File: config.mk
export PLATFORM = sky130hd
export DESIGN_NAME = usr_sequencer
export DESIGN_NICKNAME = d
export VERILOG_FILES = /design/src/rtl/usr_sequencer.sv
export SDC_FILE = /design/constraint.sdc
export NUM_CORES = 1
export LEC_CHECK = 0
export ABC_CLOCK_PERIOD_IN_PS = 1900
export CAP_MARGIN = 20
export CORE_MARGIN = 8
export CORE_UTILIZATION = 47
export DETAILED_ROUTE_END_ITERATION = 10
export PLACE_DENSITY = 0.9
export SYNTH_ARGS = -nofsm -noshare
export SYNTH_HDL_FRONTEND = slang
export SYNTH_SLANG_ARGS = --single-unit
File: constraint.sdc
create_clock -name clk -period 1.9 [get_ports clk]
set_clock_uncertainty 0.1 [all_clocks]
set_input_delay 0.38 -clock clk [delete_from_list [all_inputs] [get_ports clk]]
set_output_delay 0.38 -clock clk [all_outputs]
set_load 0.005 [all_outputs]
File: src/rtl/usr_sequencer.sv
// usr_sequencer: command-driven controller for the 4-bit universal shift
// register. Accepts CLEAR / SHIFT_UP / SHIFT_DN / LOAD over valid/ready,
// drives the register's mode/serial/parallel/clear inputs, then returns
// the register contents with a one-cycle done pulse.
module usr_sequencer #(
  parameter int WIDTH = 4,
  parameter int CNT_W = 3
) (
  input  logic             clk,
  input  logic             rst,
  input  logic             cmd_valid,
  output logic             cmd_ready,
  input  logic [1:0]       cmd_op,
  input  logic [CNT_W-1:0] cmd_cnt,
  input  logic [WIDTH-1:0] cmd_data,
  output logic [1:0]       sr_s,
  output logic             sr_d,
  output logic [WIDTH-1:0] sr_p,
  output logic             sr_clr,
  input  logic [WIDTH-1:0] sr_q,
  output logic             busy,
  output logic             done,
  output logic [WIDTH-1:0] rsp_q
);

  typedef enum logic [1:0] {S_IDLE, S_RUN, S_DONE} state_t;

  localparam logic [1:0] OP_CLEAR = 2'b00;
  localparam logic [1:0] OP_LOAD  = 2'b11;

  state_t           r_state;
  logic [CNT_W-1:0] r_cnt;
  logic [WIDTH-1:0] r_data;
  logic [1:0]       r_s;
  logic             r_d;
  logic [WIDTH-1:0] r_p;
  logic             r_clr;
  logic [WIDTH-1:0] r_rsp;
  logic             r_done;
  logic             r_ready;
  logic             r_busy;

  // Sequencer FSM with all register-facing and host-facing outputs registered.
  // LOAD and CLEAR reuse the RUN state with a step count of one. The register
  // samples on the negedge, so sr_q is already settled at the posedge that
  // leaves RUN and can be captured directly into rsp_q.
  always_ff @(posedge clk) begin
    if (rst) begin
      r_state <= S_IDLE;
      r_cnt   <= '0;
      r_data  <= '0;
      r_s     <= 2'b00;
      r_d     <= 1'b0;
      r_p     <= '0;
      r_clr   <= 1'b0;
      r_rsp   <= '0;
      r_done  <= 1'b0;
      r_ready <= 1'b1;
      r_busy  <= 1'b0;
    end else begin
      r_done <= 1'b0;
      r_clr  <= 1'b0;
      case (r_state)
        S_IDLE: begin
          if (cmd_valid) begin
            r_ready <= 1'b0;
            r_busy  <= 1'b1;
            case (cmd_op)
              OP_CLEAR: begin
                r_clr   <= 1'b1;
                r_cnt   <= CNT_W'(1);
                r_state <= S_RUN;
              end
              OP_LOAD: begin
                r_s     <= 2'b11;
                r_p     <= cmd_data;
                r_cnt   <= CNT_W'(1);
                r_state <= S_RUN;
              end
              default: begin
                if (cmd_cnt == '0) begin
                  // zero-step shift: nothing to drive, report current contents
                  r_rsp   <= sr_q;
                  r_done  <= 1'b1;
                  r_state <= S_DONE;
                end else begin
                  r_s     <= cmd_op;
                  r_d     <= cmd_data[0];
                  r_data  <= cmd_data >> 1;
                  r_cnt   <= cmd_cnt;
                  r_state <= S_RUN;
                end
              end
            endcase
          end
        end
        S_RUN: begin
          if (r_cnt == CNT_W'(1)) begin
            r_s     <= 2'b00;
            r_d     <= 1'b0;
            r_rsp   <= sr_q;
            r_done  <= 1'b1;
            r_state <= S_DONE;
          end else begin
            // serial stream is zero-filled once the data word is exhausted
            r_cnt  <= r_cnt - CNT_W'(1);
            r_d    <= r_data[0];
            r_data <= r_data >> 1;
          end
        end
        S_DONE: begin
          r_ready <= 1'b1;
          r_busy  <= 1'b0;
          r_state <= S_IDLE;
        end
        default: r_state <= S_IDLE;
      endcase
    end
  end

  assign cmd_ready = r_ready;
  assign busy      = r_busy;
  assign sr_s      = r_s;
  assign sr_d      = r_d;
  assign sr_p      = r_p;
  assign sr_clr    = r_clr;
  assign done      = r_done;
  assign rsp_q     = r_rsp;

endmodule

==> run metrics, run 1 <==
Lkg Pwr 0.625 nW; xor and xnor area share after synthesis 0.775%; share of synthesized flip-flops with an asynchronous set or reset 0%; Cell variety after synth 37; DP Worst Slack -0.448 ns; Worst Tran Pin Value 0.431 ns; DRT antenna net count 0; RSZ-0062 raised after global routing no; Pre-Repair DR Iteration Count 4; kind of critical path input port to flop; largest family of logic cells by synthesized area simple AND/OR/NAND/NOR gates; DP Area 1480 um2; DR vias 925; cell with the largest stage delay on the worst path clkdlybuf4s50_1; Final Cell Area 1520 um2; Initial DRC Count 33; Slew Limit Fails 0; Worst Path Arrival 1.86 ns; Post-route DRC 0; post-synthesis compound-gate area fraction ~17%; mean area per synthesized cell 9.91 um2; VDD IR max 0.000569 V; Worst Path Buf+Inv 1; drt total wl 2.44 mm; Syn. warnings 0; max-cap viol count 0; Post-Synth Adder-Cell Area 4.43%; Worst EP required ~2 ns; Layout Nets 171; Cell Pwr Density 706 nW/um2; Final WS setup about 0.16 ns; Die X-Extent between 60 and 70 um; cell row count 17; core area 2230 um2; initial antenna violation count 0; FMAX about 570 MHz; root buf cell clkbuf_4; Sink Count 23; Reg clk slew, reported paths 0.12 ns; crit share post-route 91.7%; grt ovf 0; TritonCTS buffer count 3; final count of negative-setup-slack endpoints 0; post-synth top area share 40.8%; slowest cell delay on critical path 0.53 ns; placed cells roughly 170; ys flop type dfxtp_1; largest net degree at the start of global routing 14; DR WL/cell 13.7 um; DIE AREA 4230 um2; # IOs 31; CTS Hold Bufs 0; clock latency on the worst-skew pair 0.30 ns; number of global-route vias before repair 985; Post-Layout Cell Count 178; Post-Synthesis Cells 114; dpl hpwl 2.00 mm; fin crit period 1.74 ns; status finished clean; Port Buf Inserts 30; crit-path cells clkdlybuf4s50_1 > nor4b_4 > o221ai_4 > mux2i_1 > nor2_1; Seq/Total Area, Yosys 40.8%; Fin Hold WS 0.359 ns; CTS tree yes; largest cells by area after synthesis dfxtp_1 (41%), mux2i_1 (11%), nor2_1 (6.6%), ha_1 (4.4%), a211oi_4 (3.5%); global-route wire length before repair ~4.3 mm; mux share of post-synthesis cell area 10.6%; Final Util 68.2%; Tightest Hold Check Type flop to flop; CTS H-tree depth 1; placer congestion estimate 0.852; Initial Util 50.6%; most common cell after layout, fill and taps aside clkdlybuf4s50_1; post-synthesis net count 134; critical path endpoint category flop; Clock Path Buffers 2; Final Hold Fails 0; Simple-Gate Fraction of Synth Area 20.5%; cell taking the most area after synthesis dfxtp_1; n_diodes 0; Die Span Y approximately 65 um; gr usage total between 10% and 20%; Crit Path Max Fanout 6; delay-heaviest family, CP buffers and inverters; area delta synth->final 34.9%; vias per cell 5.20; #FFs+latches synth 23; EDFF count, synth 0; share of layout cells above drive strength 1 15.3%; Worst slew margin 71.3%; type of origin of the critical path input port; most frequent cells in the layout clkdlybuf4s50_1 (28), dfxtp_1 (23), nor2_1 (20); Syn Std Cell Area between 1000 and 1500 um2
==> final cells by class <==
type                    count  area (um2)
well taps                  28        35.0
clock inverters             1        5.00
inverters                   8        30.0
multi-input cells          78         621
flip-flops and latches     23         460
repair buffers             37         350
clock buffers               3        22.5
fillers                   179         709
==> cell families after synthesis <==
kind of cell / count (synthesis)
and+or+nand+nor: 41
DFF: 23
AOI/OAI and AO/OA: 20
buffers and inverters: 13
muxes: 12
adders and majority gates: 4
xor gates and xnor gates: 1
==> registers in the layout (all words and copies together), names as in the netlist <==
| signal | flops |
|---|---|
| rsp_q | 4 |
| sr_p | 4 |
| r_cnt | 3 |
| r_data | 3 |
| r_state | 2 |
| sr_s | 2 |
| busy | 1 |
| cmd_ready | 1 |
| done | 1 |
| sr_clr | 1 |
| sr_d | 1 |
==> cells in the mapped netlist, types with 2 or more instances <==
library cell and n:
mux2i_1 12, inv_1 8, a211oi_1 2, ha_1 4
clkbuf_1 2, nand2_1 2, dfxtp_1 23, o21ai_1 2
o21a_1 2, a311oi_1 2, a211oi_4 2, nand3b_1 2
and2_1 2, a21oi_1 4, nor2_1 20, nand2b_1 4
==> worst reg2reg max path, stage by stage, from the launching register on <==
cell     delay [ns]
dfxtp_1        0.58
and2b_1        0.46
and2_1         0.19
o21ai_1        0.07
o211a_1        0.14
==> what timing repair did <==
action / in CTS / in global routing
resized for setup: 5 / 0
endpoints found under the setup margin: 8 / 0
setup buffers: 1 / 0
==> worst paths after layout <==
| check | from | end | slack [ns] | cells after the start |
|---|---|---|---|---|
| worst max-delay path | cmd_cnt[1] | rsp_q[3] | 0.16 | 5 |
| worst max register to register | r_state[0] | r_cnt[1] | 0.26 | 4 |
| worst min register to register | cmd_ready | cmd_ready | 0.36 | 2 |
| worst min-delay path | cmd_ready | cmd_ready | 0.36 | 2 |
==> stage by stage <==
| step | setup TNS (ns) | power (mW) |
|---|---|---|
| 6_report | 0 | 1.08 |
| 5_1_grt | 0 | 1.14 |
| 4_1_cts | 0 | 1.09 |
| 3_5_place_dp | -5.36 | 0.867 |
| 3_3_place_gp | -4.26 | 0.854 |
| 2_1_floorplan | 0 | 0.747 |
==> power by group <==
part	total (mW)	switching (mW)	internal, mW
clock	0.219	0.140	0.0786
combinational	0.304	0.137	0.167
sequential	0.554	0.0297	0.524
total	1.08	0.307	0.770
==> layer usage <==
layer	global-route usage [%]	routed length, um
met1	12.9	971
met2	21.5	1240
met3	3.78	155
met4	6.81	68
met5	0	0
Note: power is estimated with default switching activity, not from simulation.
==> run 2, diff against run 1 <==
SETUP_SLACK_MARGIN = 0.5   (was default)
==> run metrics, run 2 (synthesis gave the netlist of run 1 again) <==
Reg clk slew, reported paths 0.13 ns (was 0.12 ns); clock latency on the worst-skew pair 0.31 ns (was 0.30 ns); Die X-Extent 65.0 um (unchanged); storage element area 485 um2 (was 460 um2); type of origin of the critical path input port (unchanged); vias per cell 5.25 (was 5.20); # IOs 31 (unchanged); fin crit period 1.53 ns (was 1.74 ns); critical path endpoint category flop (unchanged); DR WL/cell 15.3 um (was 13.7 um); number of global-route vias before repair 1000 (was 985); Initial Util 50.6% (unchanged); Post-route DRC 0 (unchanged); DP Area 1540 um2 (was 1480 um2); final count of negative-setup-slack endpoints 0 (unchanged); Pre-Repair DR Iteration Count 4 (unchanged); slowest cell delay on critical path 0.33 ns (was 0.53 ns); NetSw 0.338 mW (was 0.307 mW); n_diodes 0 (unchanged); Tightest Hold Check Type flop to flop (unchanged); Worst EP required 2.04 ns (was 2.01 ns); core area 2230 um2 (unchanged); initial antenna violation count 0 (unchanged); Reg power frac 49.5% (was 51.4%); Cell Pwr Density 693 nW/um2 (was 706 nW/um2); root buf cell clkbuf_4 (unchanged); Multi-input gate area 667 um2 (was 621 um2); cell with the largest stage delay on the worst path a211oi_4 (was clkdlybuf4s50_1); Slew Limit Fails 0 (unchanged); Lkg Pwr 0.687 nW (was 0.625 nW); dpl hpwl 2.16 mm (was 2.00 mm); Sink Count 23 (unchanged); drt total wl 2.80 mm (was 2.44 mm); Worst Path Arrival 1.66 ns (was 1.86 ns); area delta synth->final 45.6% (was 34.9%); gr usage total 13.6% (was 12.3%); Layout Nets 176 (was 171); Gate power share 30.5% (was 28.2%); kind of critical path input port to flop (unchanged); Worst Tran Pin Value 0.319 ns (was 0.431 ns); P_int 0.802 mW (was 0.770 mW); Clock Path Buffers 2 (unchanged); global-route wire length before repair 4.67 mm (was 4.25 mm); Final Cell Area 1650 um2 (was 1520 um2); FMAX 655 MHz (was 574 MHz); grt ovf 0 (unchanged); Initial DRC Count 28 (was 33); switching share of power 29.7% (was 28.5%); Crit Path Max Fanout 6 (unchanged); DRT antenna net count 0 (unchanged); CTS H-tree depth 1 (unchanged); Sum Neg Setup Slack 0 ns (unchanged); CTS tree yes (unchanged); placed cells 173 (unchanged); most frequent cells in the layout nor2_1 (20), dfxtp_2 (14), mux2i_1 (12), clkdlybuf4s15_1 (12), buf_4 (11) (was clkdlybuf4s50_1 (28), dfxtp_1 (23), nor2_1 (20)); TritonCTS buffer count 3 (unchanged); placer congestion estimate 0.883 (was 0.852); Post-Layout Cell Count 183 (was 178); Fin Hold WS 0.362 ns (was 0.359 ns); VDD IR max 0.000428 V (was 0.000569 V); largest net degree at the start of global routing 16 (was 14); Filler Cell Count 158 (was 179); most common cell after layout, fill and taps aside nor2_1 (was clkdlybuf4s50_1); status finished clean (unchanged); crit-path cells buf_8 > inv_8 > ha_4 > nor4b_4 > buf_4 > a211oi_4 > o311ai_1 > a21oi_1 (was clkdlybuf4s50_1 > nor4b_4 > o221ai_4 > mux2i_1 > nor2_1); CTS Hold Bufs 0 (unchanged); Clock power frac 20.0% (was 20.3%); crit share post-route 80.3% (was 91.7%); Port Buf Inserts 30 (unchanged); DIE AREA 4230 um2 (unchanged); Final Hold Fails 0 (unchanged); DR vias 960 (was 925); Worst slew margin 78.7% (was 71.3%); max-cap viol count 0 (unchanged); RSZ-0062 raised after global routing yes (was no); Die Span Y 65.0 um (unchanged); share of layout cells above drive strength 1 34.8% (was 15.3%); cell row count 17 (unchanged)
-- run 2: changes by cell type in the layout (fill, tap and decap cells not counted), moves of 3 or more --
| cell | delta |
|---|---|
| buf_4 | +4 |
| clkbuf_2 | +3 |
| clkdlybuf4s15_1 | +12 |
| clkdlybuf4s50_1 | -19 |
| dfxtp_1 | -16 |
| dfxtp_2 | +14 |
-- run 2: final cells by class --
type / count / area share [%]
Tap cell: 28 / 2.13
Timing Repair Buffer: 42 / 23.7
Clock buffer: 4 / 1.60
Multi-Input combinational cell: 78 / 40.5
Sequential cell: 23 / 29.5
Inverter: 8 / 2.59
-- run 2: path summary, 6_finish.rpt --
kind / to / slack [ns] / depth (start not counted) / start
max: r_cnt[0] / 0.37 / 8 / cmd_op[0]
min: cmd_ready / 0.36 / 2 / cmd_ready
max reg2reg: r_cnt[0] / 0.38 / 6 / r_cnt[1]
min reg2reg: cmd_ready / 0.36 / 2 / cmd_ready
-- run 2: critical path, delay by kind of cell --
family	cells	cell delay (ns)
adder cells (fa/ha/maj)	1	0.23
AND/OR/NAND/NOR	1	0.12
AO/OA/AOI/OAI	3	0.64
buffers and inverters	3	0.28
-- run 2: through the flow --
stage / utilization [%] / setup WS, ns / total power, mW
floorplan: - / 0.284 / 0.764
global placement: 68.7 / -0.365 / 0.878
detailed placement: 68.7 / -0.445 / 0.893
CTS: 72.8 / 0.391 / 1.13
global route: 73.7 / 0.322 / 1.20
finish: 73.7 / 0.374 / 1.14
-- run 2: per-layer routing --
| metal | share of wire [%] | track usage [%] | vias to the layer above |
|---|---|---|---|
| met3 | 8.9 | 6.53 | 9 |
| met1 | 43 | 14.7 | 441 |
| met2 | 45 | 22.2 | 35 |
| met4 | 2.5 | 5.99 | 0 |
| met5 | 0 | 0 | - |
| li1 | - | - | 475 |
-- run 2: timing repair --
item / 4_1_cts / 5_1_grt
endpoints found under the setup margin: 35 / 30
gates resized for setup: 55 / 16
buffers inserted: 4 / 2
pin swaps: 12 / 7
-- run 2: power by group through the flow --
| stage | sequential (mW) | combinational (mW) | clock [mW] |
|---|---|---|---|
| 3_3_place_gp | 0.568 | 0.309 | 0 |
| 4_1_cts | 0.564 | 0.335 | 0.234 |
| 2_1_floorplan | 0.561 | 0.203 | 0 |
| 5_1_grt | 0.571 | 0.376 | 0.253 |
| 6_report | 0.565 | 0.348 | 0.228 |
| 3_5_place_dp | 0.571 | 0.323 | 0 |
==> run 3, diff against run 2 <==
ABC_CLOCK_PERIOD_IN_PS = 1400   (was 1900)
CORE_UTILIZATION = 42   (was 47)
PLACE_DENSITY = 0.86   (was 0.9)
clock period = 1.4 ns   (was 1.9 ns; I/O delays follow)
==> run metrics, run 3 (synthesis gave the netlist of run 1 again) <==
status finished, violations left (was finished clean); failing checks setup timing; CTS Hold Bufs 0 (unchanged); Layout Nets 184 (was 176); Reg clk slew, reported paths 0.13 ns (about the same); Worst Path Arrival 1.65 ns (was 1.66 ns); Final Power 1.59 mW (was 1.14 mW); final count of negative-setup-slack endpoints 13 (was 0); worst flop-to-flop path startpoint r_cnt[1] (unchanged); Die X-Extent 67.9 um (was 65.0 um); worst setup path endpoint rsp_q[3] (was r_cnt[0]); Worst EP required 1.50 ns (was 2.04 ns); Worst slew margin 78.3% (was 78.7%); DRT antenna net count 0 (unchanged); most frequent cells in the layout nor2_1 (20), buf_4 (19), dfxtp_2 (17) (was nor2_1 (20), dfxtp_2 (14), mux2i_1 (12), clkdlybuf4s15_1 (12), buf_4 (11)); area delta synth->final 49.4% (was 45.6%); Initial Util 42.4% (was 50.6%); crit share post-route 111%; initial antenna violation count 0 (unchanged); n_diodes 0 (unchanged); global-route wire length before repair 4.77 mm (was 4.67 mm); Tightest Hold Check Type flop to flop (unchanged); number of global-route vias before repair 1103 (was 1000); Post-Layout Cell Count 194 (was 183); Cell Pwr Density 942 nW/um2 (was 693 nW/um2); DP Area 1610 um2 (was 1540 um2); CTS tree yes (unchanged); Crit Path Max Fanout 6 (unchanged); R2R Setup Slk -0.15 ns (was 0.38 ns); Slew Limit Fails 0 (unchanged); Sum Neg Setup Slack -1.23 ns (was 0 ns); Sink Count 23 (unchanged); cell row count 19 (was 17); VDD IR max 0.000634 V (was 0.000428 V); Final Util 63.4% (was 73.7%); Clock Path Buffers 2 (unchanged); largest net degree at the start of global routing 17 (was 16); Lkg Pwr 0.745 nW (was 0.687 nW); max-cap viol count 0 (unchanged); critical path endpoint category flop (unchanged); vias per cell 5.10 (was 5.25); FMAX 645 MHz; Die Span Y 67.9 um (was 65.0 um); core area 2660 um2 (was 2230 um2); Filler Cell Count 212 (was 158); Fin Hold WS 0.368 ns (was 0.362 ns); DP Worst Slack -0.840 ns (was -0.445 ns); placed cells 184 (was 173); most common cell after layout, fill and taps aside nor2_1 (unchanged); placer congestion estimate 0.865 (was 0.883); Initial DRC Count 35 (was 28); kind of critical path flop to flop (was input port to flop); TritonCTS buffer count 3 (unchanged); Final Hold Fails 0 (unchanged); RSZ-0062 raised after global routing yes (unchanged); Final Cell Area 1690 um2 (was 1650 um2); type of origin of the critical path flop (was input port); DR vias 990 (was 960); share of layout cells above drive strength 1 47.2% (was 34.8%); Port Buf Inserts 30 (unchanged); Final WS setup -0.150 ns (was 0.374 ns); Post-route DRC 0 (unchanged); r2r endpoint rsp_q[3] (was r_cnt[0]); gr usage total 13.3% (was 13.6%); fin crit period 1.55 ns; dpl hpwl 2.21 mm (was 2.16 mm); clock latency on the worst-skew pair 0.30 ns (was 0.31 ns); DIE AREA 4610 um2 (was 4230 um2); root buf cell clkbuf_4 (unchanged); # IOs 31 (unchanged); Worst Setup SP r_cnt[1] (was cmd_op[0]); Worst Tran Pin Value 0.325 ns (was 0.319 ns); DR WL/cell 14.8 um (was 15.3 um); CTS H-tree depth 1 (unchanged); reg2reg path depth 6 (unchanged); Pre-Repair DR Iteration Count 4 (unchanged); grt ovf 0 (unchanged); drt total wl 2.87 mm (was 2.80 mm)
## run 3: critical path, stage by stage, from the launching register on
cell and delay, ns:
dfxtp_2 0.36, inv_2 0.05, ha_4 0.15, and3b_4 0.21
o221ai_4 0.25, mux2i_1 0.24, nor2_1 0.08
## run 3: per-layer routing
metal / global-route usage [%] / wire length, um / vias to the layer above / part of all wire (%)
met5: 0 / 0 / - / 0
met4: 4.60 / 21 / 0 / 0.73
met3: 4.09 / 200 / 4 / 7.0
met2: 24.4 / 1470 / 30 / 51
met1: 14.2 / 1170 / 470 / 41
li1: - / - / 486 / -
## run 3: worst min-delay path by stage
stage | endpoint | slack [ns] | startpoint | cells past startpoint
finish | cmd_ready | 0.37 | cmd_ready | 2
global route | sr_clr | 0.37 | cmd_op[0] | 4
CTS | cmd_ready | 0.37 | cmd_ready | 2
detailed placement | cmd_ready | 0.35 | cmd_ready | 2
global placement | cmd_ready | 0.34 | cmd_ready | 2
floorplan | rsp_q[0] | 0.32 | sr_q[0] | 2
## run 3: area by class of cell
class | instances | area, um2 | share of cell area (%)
Inverter | 8 | 42.5 | 2.52
Clock buffer | 4 | 26.3 | 1.56
Multi-Input combinational cell | 78 | 682 | 40.4
Tap cell | 31 | 38.8 | 2.30
Sequential cell | 23 | 482 | 28.5
Timing Repair Buffer | 50 | 417 | 24.7
## run 3: report_power, final
group | internal, mW | leakage (nW) | switching, mW | total (mW)
Clock | 0.111 | 0.0150 | 0.199 | 0.310
Combinational | 0.288 | 0.535 | 0.226 | 0.514
Sequential | 0.719 | 0.195 | 0.0463 | 0.766
## run 3: repair_timing
item,in CTS,in global routing
gates cloned,0,0
pin swaps,10,10
setup buffers,4,2
gates resized for setup,97,3
endpoints found under the setup margin,38,38
